**src/rtl/mem_port_arbiter.sv**
```systemverilog
// mem_port_arbiter: shares one memory port between IFU and LSU, one transaction in flight.
// LSU has priority bounded by an IFU anti-starvation streak; adds response timeout and MemOp checks.
module mem_port_arbiter #(
    parameter int STARVE_MAX = 4,
    parameter int TIMEOUT    = 255
) (
    input  logic        clk,
    input  logic        rst,
    input  logic        ifu_req_valid,
    output logic        ifu_req_ready,
    input  logic [31:0] ifu_addr,
    output logic        ifu_rsp_valid,
    output logic [31:0] ifu_rsp_data,
    output logic        ifu_rsp_err,
    input  logic        lsu_req_valid,
    output logic        lsu_req_ready,
    input  logic [31:0] lsu_addr,
    input  logic        lsu_wen,
    input  logic [31:0] lsu_wdata,
    input  logic [2:0]  lsu_memop,
    output logic        lsu_rsp_valid,
    output logic [31:0] lsu_rsp_data,
    output logic        lsu_rsp_err,
    output logic        mem_req_valid,
    input  logic        mem_req_ready,
    output logic [31:0] mem_addr,
    output logic [31:0] mem_wdata,
    output logic        mem_wen,
    output logic [2:0]  mem_memop,
    input  logic        mem_rsp_valid,
    input  logic [31:0] mem_rsp_data,
    output logic        busy
);
    typedef enum logic [1:0] {IDLE, ISSUE, WAIT, REJECT} state_t;

    localparam logic [31:0] ERR_WORD   = 32'hdeafbeaf;
    localparam logic [3:0]  STREAK_CAP = 4'(STARVE_MAX);
    localparam logic [7:0]  WAIT_LAST  = 8'(TIMEOUT - 1);

    state_t      state, state_nx;
    logic [3:0]  streak;
    logic [7:0]  wait_cnt;
    logic        owner_lsu;
    logic        memop_ok, starve, grant_lsu, grant_ifu;
    logic        rsp_hit, timed_out, rsp_fire;
    logic [31:0] rsp_word;

    always_comb begin
        memop_ok  = lsu_wen ? (lsu_memop inside {3'b000, 3'b001, 3'b010})
                            : (lsu_memop inside {3'b000, 3'b001, 3'b010, 3'b100, 3'b101});
        starve    = ifu_req_valid && streak == STREAK_CAP;
        grant_lsu = state == IDLE && !rst && lsu_req_valid && !starve;
        grant_ifu = state == IDLE && !rst && ifu_req_valid && !grant_lsu;
        // a response arriving together with the request handshake counts as the reply
        rsp_hit   = mem_rsp_valid && (state == WAIT || (state == ISSUE && mem_req_ready));
        timed_out = state == WAIT && !mem_rsp_valid && wait_cnt == WAIT_LAST;
        rsp_fire  = rsp_hit || timed_out || state == REJECT;
        rsp_word  = !rsp_hit ? ERR_WORD : (mem_wen ? 32'd0 : mem_rsp_data);
    end

    always_ff @(posedge clk or posedge rst) begin
        if (rst) state <= IDLE;
        else     state <= state_nx;
    end

    always_comb begin
        state_nx = state;
        case (state)
            IDLE:    state_nx = grant_lsu ? (memop_ok ? ISSUE : REJECT) : (grant_ifu ? ISSUE : IDLE);
            ISSUE:   state_nx = mem_req_ready ? (mem_rsp_valid ? IDLE : WAIT) : ISSUE;
            WAIT:    state_nx = (mem_rsp_valid || timed_out) ? IDLE : WAIT;
            default: state_nx = IDLE;
        endcase
    end

    always_comb begin
        lsu_req_ready = grant_lsu;
        ifu_req_ready = grant_ifu;
        mem_req_valid = state == ISSUE;
        busy          = state != IDLE;
    end

    always_ff @(posedge clk or posedge rst) begin
        if (rst) begin
            streak        <= '0;
            wait_cnt      <= '0;
            owner_lsu     <= 1'b0;
            mem_addr      <= '0;
            mem_wdata     <= '0;
            mem_wen       <= 1'b0;
            mem_memop     <= '0;
            ifu_rsp_valid <= 1'b0;
            ifu_rsp_err   <= 1'b0;
            ifu_rsp_data  <= '0;
            lsu_rsp_valid <= 1'b0;
            lsu_rsp_err   <= 1'b0;
            lsu_rsp_data  <= '0;
        end else begin
            wait_cnt <= state == WAIT ? wait_cnt + 8'd1 : 8'd0;
            if (grant_lsu) begin
                owner_lsu <= 1'b1;
                mem_addr  <= lsu_addr;
                mem_wdata <= lsu_wdata;
                mem_wen   <= lsu_wen;
                mem_memop <= lsu_memop;
                streak    <= !ifu_req_valid ? 4'd0 : (streak == STREAK_CAP ? streak : streak + 4'd1);
            end else if (grant_ifu) begin
                owner_lsu <= 1'b0;
                mem_addr  <= ifu_addr;
                mem_wdata <= '0;
                mem_wen   <= 1'b0;
                mem_memop <= 3'b010;
                streak    <= '0;
            end
            ifu_rsp_valid <= rsp_fire && !owner_lsu;
            ifu_rsp_err   <= rsp_fire && !owner_lsu && !rsp_hit;
            ifu_rsp_data  <= (rsp_fire && !owner_lsu) ? rsp_word : 32'd0;
            lsu_rsp_valid <= rsp_fire && owner_lsu;
            lsu_rsp_err   <= rsp_fire && owner_lsu && !rsp_hit;
            lsu_rsp_data  <= (rsp_fire && owner_lsu) ? rsp_word : 32'd0;
        end
    end
endmodule

```
**config.mk**
```make
export PLATFORM = sky130hd
export DESIGN_NAME = mem_port_arbiter
export DESIGN_NICKNAME = d
export VERILOG_FILES = /design/src/rtl/mem_port_arbiter.sv
export SDC_FILE = /design/constraint.sdc
export NUM_CORES = 1
export LEC_CHECK = 0
export CORE_MARGIN = 1
export CORE_UTILIZATION = 37
export CTS_CLUSTER_DIAMETER = 120
export DETAILED_ROUTE_END_ITERATION = 10
export PLACE_DENSITY = 0.87
export SYNTH_ARGS = -nofsm -noshare
export SYNTH_HDL_FRONTEND = slang
export SYNTH_SLANG_ARGS = --single-unit
```
**constraint.sdc**
```tcl
create_clock -name clk -period 4.7 [get_ports clk]
set_input_delay 0.94 -clock clk [delete_from_list [all_inputs] [get_ports clk]]
set_output_delay 0.94 -clock clk [all_outputs]
set_load 0.1 [all_outputs]
```
After elaboration in Yosys (flattened, before gate mapping)

Index checks and enable logic that the tools add are counted.

Output and inout port bits: 140
Word-level logic and storage cells: 83
Bits in registers: 151
Input bits: 138

Add/sub/neg operators: 2
Eq/ne operators: 10
Muxes and demuxes: 26
Reduce and logical (&&, ||, !) cells: 31

Operators by type and width:

| cell                                          | number |
|---|---|
| 2-to-1 mux 32 bit                             | 8 |
| 2-to-1 mux 4 bit                              | 4 |
| logical AND 1 bit                             | 14 |
| 2-to-1 mux 2 bit                              | 5 |
| adder 8 x 1 -> 8 bit, second input constant   | 1 |
| == test 8 bit, second input constant          | 1 |
| 2-to-1 mux 8 bit                              | 1 |
| == test 3 bit, second input constant          | 2 |
| logical NOT 1 bit                             | 6 |
| 2-to-1 mux 3 bit                              | 2 |
| case mux 2 bit (3 select lines)               | 1 |
| 2-to-1 mux 1 bit                              | 5 |
| nonzero test 5 bit                            | 1 |
| adder 4 x 1 -> 4 bit, second input constant   | 1 |
| == test 2 bit, second input constant          | 2 |
| == test 4 x 3 -> 1 bit, second input constant | 1 |
| logical OR 1 bit                              | 4 |
| nonzero test 2 bit                            | 2 |
| == test 3 x 1 -> 1 bit, second input constant | 1 |
| == test 3 x 2 -> 1 bit, second input constant | 1 |
| logical NOT 3 bit                             | 1 |
| != test 3 bit, second input constant          | 1 |
| nonzero test 3 bit                            | 1 |
| == test 2 x 1 -> 1 bit, second input constant | 1 |
| other kinds (2)                               | 2 |

Longest topological paths before layout

Word-level depth: 9
Gate-level depth with buffers: 7
Depth with buffers taken out: 6

Worst setup path before layout

No wires, ideal clock.

Path kind: input to output
From: input rst
To: output ifu_req_ready
Buffers on the path: 1
Arrival: 2427 ps
Stages on the path: 4
Path slack: 1333 ps
Required time: 3760 ps
Cell sequence: or4b_4 -> a21o_4 -> buf_6 -> inv_1

Cells in the longest elaborated chain, start to end: 6
Elaborated cells between the ends (all ways): 7
Those cells by class: reduce/logical: 7

Ends and longest elaborated chain:

| item                            | line   | RTL |
|---|---|---|
| from (decl)                     | 8      | `input logic rst,` |
| logical NOT 1 bit (no line) (*) | n/a    |  |
| logical AND 1 bit (*)           | 52, 53 |  |
| logical AND 1 bit (2 in a row)  | 52     | `grant_lsu = state == IDLE && !rst && lsu_req_valid && !starve;` |
| logical NOT 1 bit               | 53     | `grant_ifu = state == IDLE && !rst && ifu_req_valid && !grant_lsu;` |
| logical AND 1 bit (*)           | 53     |  |
| to (decl)                       | 10     | `output logic ifu_req_ready,` |

Mark *: on every way between the ends. The rest lies on a longest branch, timed or not.

Final worst setup path

Same ends and word-level chain as after synthesis.

==> run_results.csv <==
group,metric,value,unit
clocking,cts_tree,"done",
route,wl,15500,µm
synthesis,synth-seq-cells,151,
sta,fin_tns_setup,0,ns
placed_design,dp_hpwl,11000,µm
sta,relSlewSlack,26.1,%
synthesis,yosys-top-cells-area,"dfrtp_1 (65%), o22ai_2 (6.2%), a22o_1 (5.2%)",
sta,fmax,268,MHz
grt,overflow,0,
final_layout,final_cell_mix,"clkdlybuf4s50_1 (275), dfrtp_1 (151), nor2_1 (76), a21oi_1 (51), a22o_1 (35)",
sta,finalMaxSlewViolations,0,
sta,finalCritPeriodShare,79.2,%
synthesis,seq_area_frac_synth,64.6,%
synthesis,avgSynthCellArea,12.1,µm²
final_layout,insertedDiodeCount,0,
synthesis,synth_nets,624,
synthesis,synth_top_area_share,64.6,%
synthesis,synthDistinctLibCells,37,
sta,tightest_slew,1.10,ns
clocking,post_cts_buffers,0,
clocking,htreeDepth,4,
placed_design,placed_area,8820,µm²
route,via_per_inst,4.82,
synthesis,netlist_instances,482,
route,dr.pass1.iters,4,
die,core_area,15300,µm²
clocking,hold_buffers,0,
final_layout,fill_cells,1217,
critical_path,start_kind,"input pin",
grt,grtUsageTotal,19.9,%
clocking,clock_path_buffers,2,
critical_path,cp.required,3.76,ns
route,drc_errors,0,
final_layout,fin_cells,978,
sta,rsz0062_at_grt,"no",
final_layout,final_common_cell,"clkdlybuf4s50_1",
sta,fin_worst_skew,0.00928,ns
critical_path,cp.arrival,2.78,ns
route,drt-wirelength-per-cell,15.9,µm
clocking,worstSkewPairLatency,0.42,ns
final_layout,area_growth,60.8,%
grt,grt_pass1_vias,4685,
final_layout,nets,896,
grt,grt_max_degree,82,
critical_path,cp_max_fo,33,
route,vias,4716,
die,num_rows,45,
placed_design,place.gp.congestion,0.756,
final_layout,drive_gt1_share,10.7,%
run,cap_violations,0,
sta,fin_crit,3.72,ns
synthesis,netlist_area,5850,µm²
sta,hold_viol_final,0,
clocking,numCtsBuffers,17,
critical_path,criticalPathCategory,"in2out",
die,die_x,128,µm
clocking,root_buffer,"clkbuf_16",
final_layout,final_area,9410,µm²
critical_path,worstSetupEndpointType,"output pin",
route,drt_iter0_drc,225,
synthesis,synth_top_area_cell,"dfrtp_1",
placed_design,port_buffers,277,
die,dieArea,16300,µm²
die,io_pins,278,
clocking,path_clk_slew,0.06,ns
grt,antenna_found_initial,0,
grt,grt_pass1_wl,24600,µm
outcome,status,"complete, no violations",
die,initial_core_util,38.2,%
synthesis,yosys_warnings,0,
clocking,cts-resized-gates,0,
route,ant_nets,0,
sta,setup_viol,0,
die,die_height,128,µm
min_path,hold_path_class,"reg2reg",
clocking,clock_sinks,151,
placed_design,post-place-cells,946,
per-layer routing:
metal | track usage, % | share of wire [%] | vias to the layer above
met5 | 0 | 0 | -
met4 | 7.34 | 1.1 | 0
met3 | 5.97 | 7.8 | 16
met2 | 34.0 | 50 | 212
met1 | 23.6 | 41 | 2256
li1 | - | - | 2232
final timing paths:
| check | start | endpoint | slack, ns | cells past startpoint |
|---|---|---|---|---|
| worst min-delay path | wait_cnt[0]$_DFF_PP0_ | wait_cnt[0]$_DFF_PP0_ | 0.49 | 1 |
| worst max register to register | wait_cnt[0]$_DFF_PP0_ | lsu_rsp_data[18]$_DFF_PP0_ | 2.56 | 6 |
| max in group asynchronous | rst | mem_addr[21]$_DFFE_PP0P_ | 2.73 | 3 |
| worst min register to register | wait_cnt[0]$_DFF_PP0_ | wait_cnt[0]$_DFF_PP0_ | 0.49 | 1 |
| worst max-delay path | rst | ifu_req_ready | 0.98 | 5 |
| min in group asynchronous | rst | streak[3]$_DFFE_PP0P_ | 1.03 | 2 |
critical path, stage by stage:
cell             delay [ns]
clkdlybuf4s50_1        0.49
or4b_4                 0.58
a21o_4                 0.36
inv_1                  0.10
buf_4                  0.29
state kept, by name (all words and copies together) (netlist names):
signal	flops
mem_wen	1
state	2
lsu_rsp_data	32
streak	4
lsu_rsp_valid	1
mem_memop	3
owner_lsu	1
mem_addr	32
lsu_rsp_err	1
ifu_rsp_valid	1
ifu_rsp_err	1
wait_cnt	8
mem_wdata	32
ifu_rsp_data	32
area by class of cell:
| class | count | area, µm² | area share [%] |
|---|---|---|---|
| Multi-Input combinational cell | 289 | 1890 | 20.0 |
| Inverter | 11 | 45.0 | 0.479 |
| Clock inverter | 15 | 163 | 1.73 |
| Timing Repair Buffer | 284 | 2850 | 30.2 |
| Tap cell | 211 | 264 | 2.81 |
| Sequential cell | 151 | 3780 | 40.2 |
| Clock buffer | 17 | 425 | 4.52 |
metrics by stage:
step	hold WS, ns	setup slack, ns	utilization (%)
after floorplan	0.455	1.33	-
after global placement	0.483	0.963	57.6
after detailed placement	0.483	0.962	57.6
after CTS	0.492	0.955	61.4
after global routing	0.516	0.891	61.4
final	0.490	0.976	61.4
cell usage after synthesis:
cell      number
clkbuf_1      11
xnor2_1        1
o22ai_2       29
a31o_2         1
dfrtp_1      151
inv_1          9
nand3_2        1
inv_2          2
nor2b_1        1
o211ai_1       1
nand2_1        7
buf_6          3
o32a_1         1
nand2b_1      26
o22ai_1        4
buf_2         17
nand3b_1       2
a21boi_1       1
nand3_1        6
o21a_1         2
o21ai_1        2
o21ai_0        6
or3_1          3
nor2_1        76
or2_2          1
o22a_1         1
or4b_4         1
and3_1        17
a21oi_1       51
a21o_4         1
nand4_1        2
nand4b_1       1
mux2_2         1
nor3_2         1
xor2_1         3
a22o_1        35
ha_1           4
cells by family (layout without fill, tap and decap cells):
family | Yosys count | in the layout | share of synthesized area [%]
AND/OR/NAND/NOR | 145 | 145 | 12.2
AO/OA/AOI/OAI | 135 | 135 | 18.2
adder cells (fa/ha/maj) | 4 | 4 | 0.855
XOR/XNOR | 4 | 4 | 0.599
buffers and inverters | 42 | 327 | 3.44
flip-flops | 151 | 151 | 64.6
multiplexers | 1 | 1 | 0.192
Power is not shown: default switching activity piles up to over one toggle a cycle in this logic, so the estimate is an artifact.
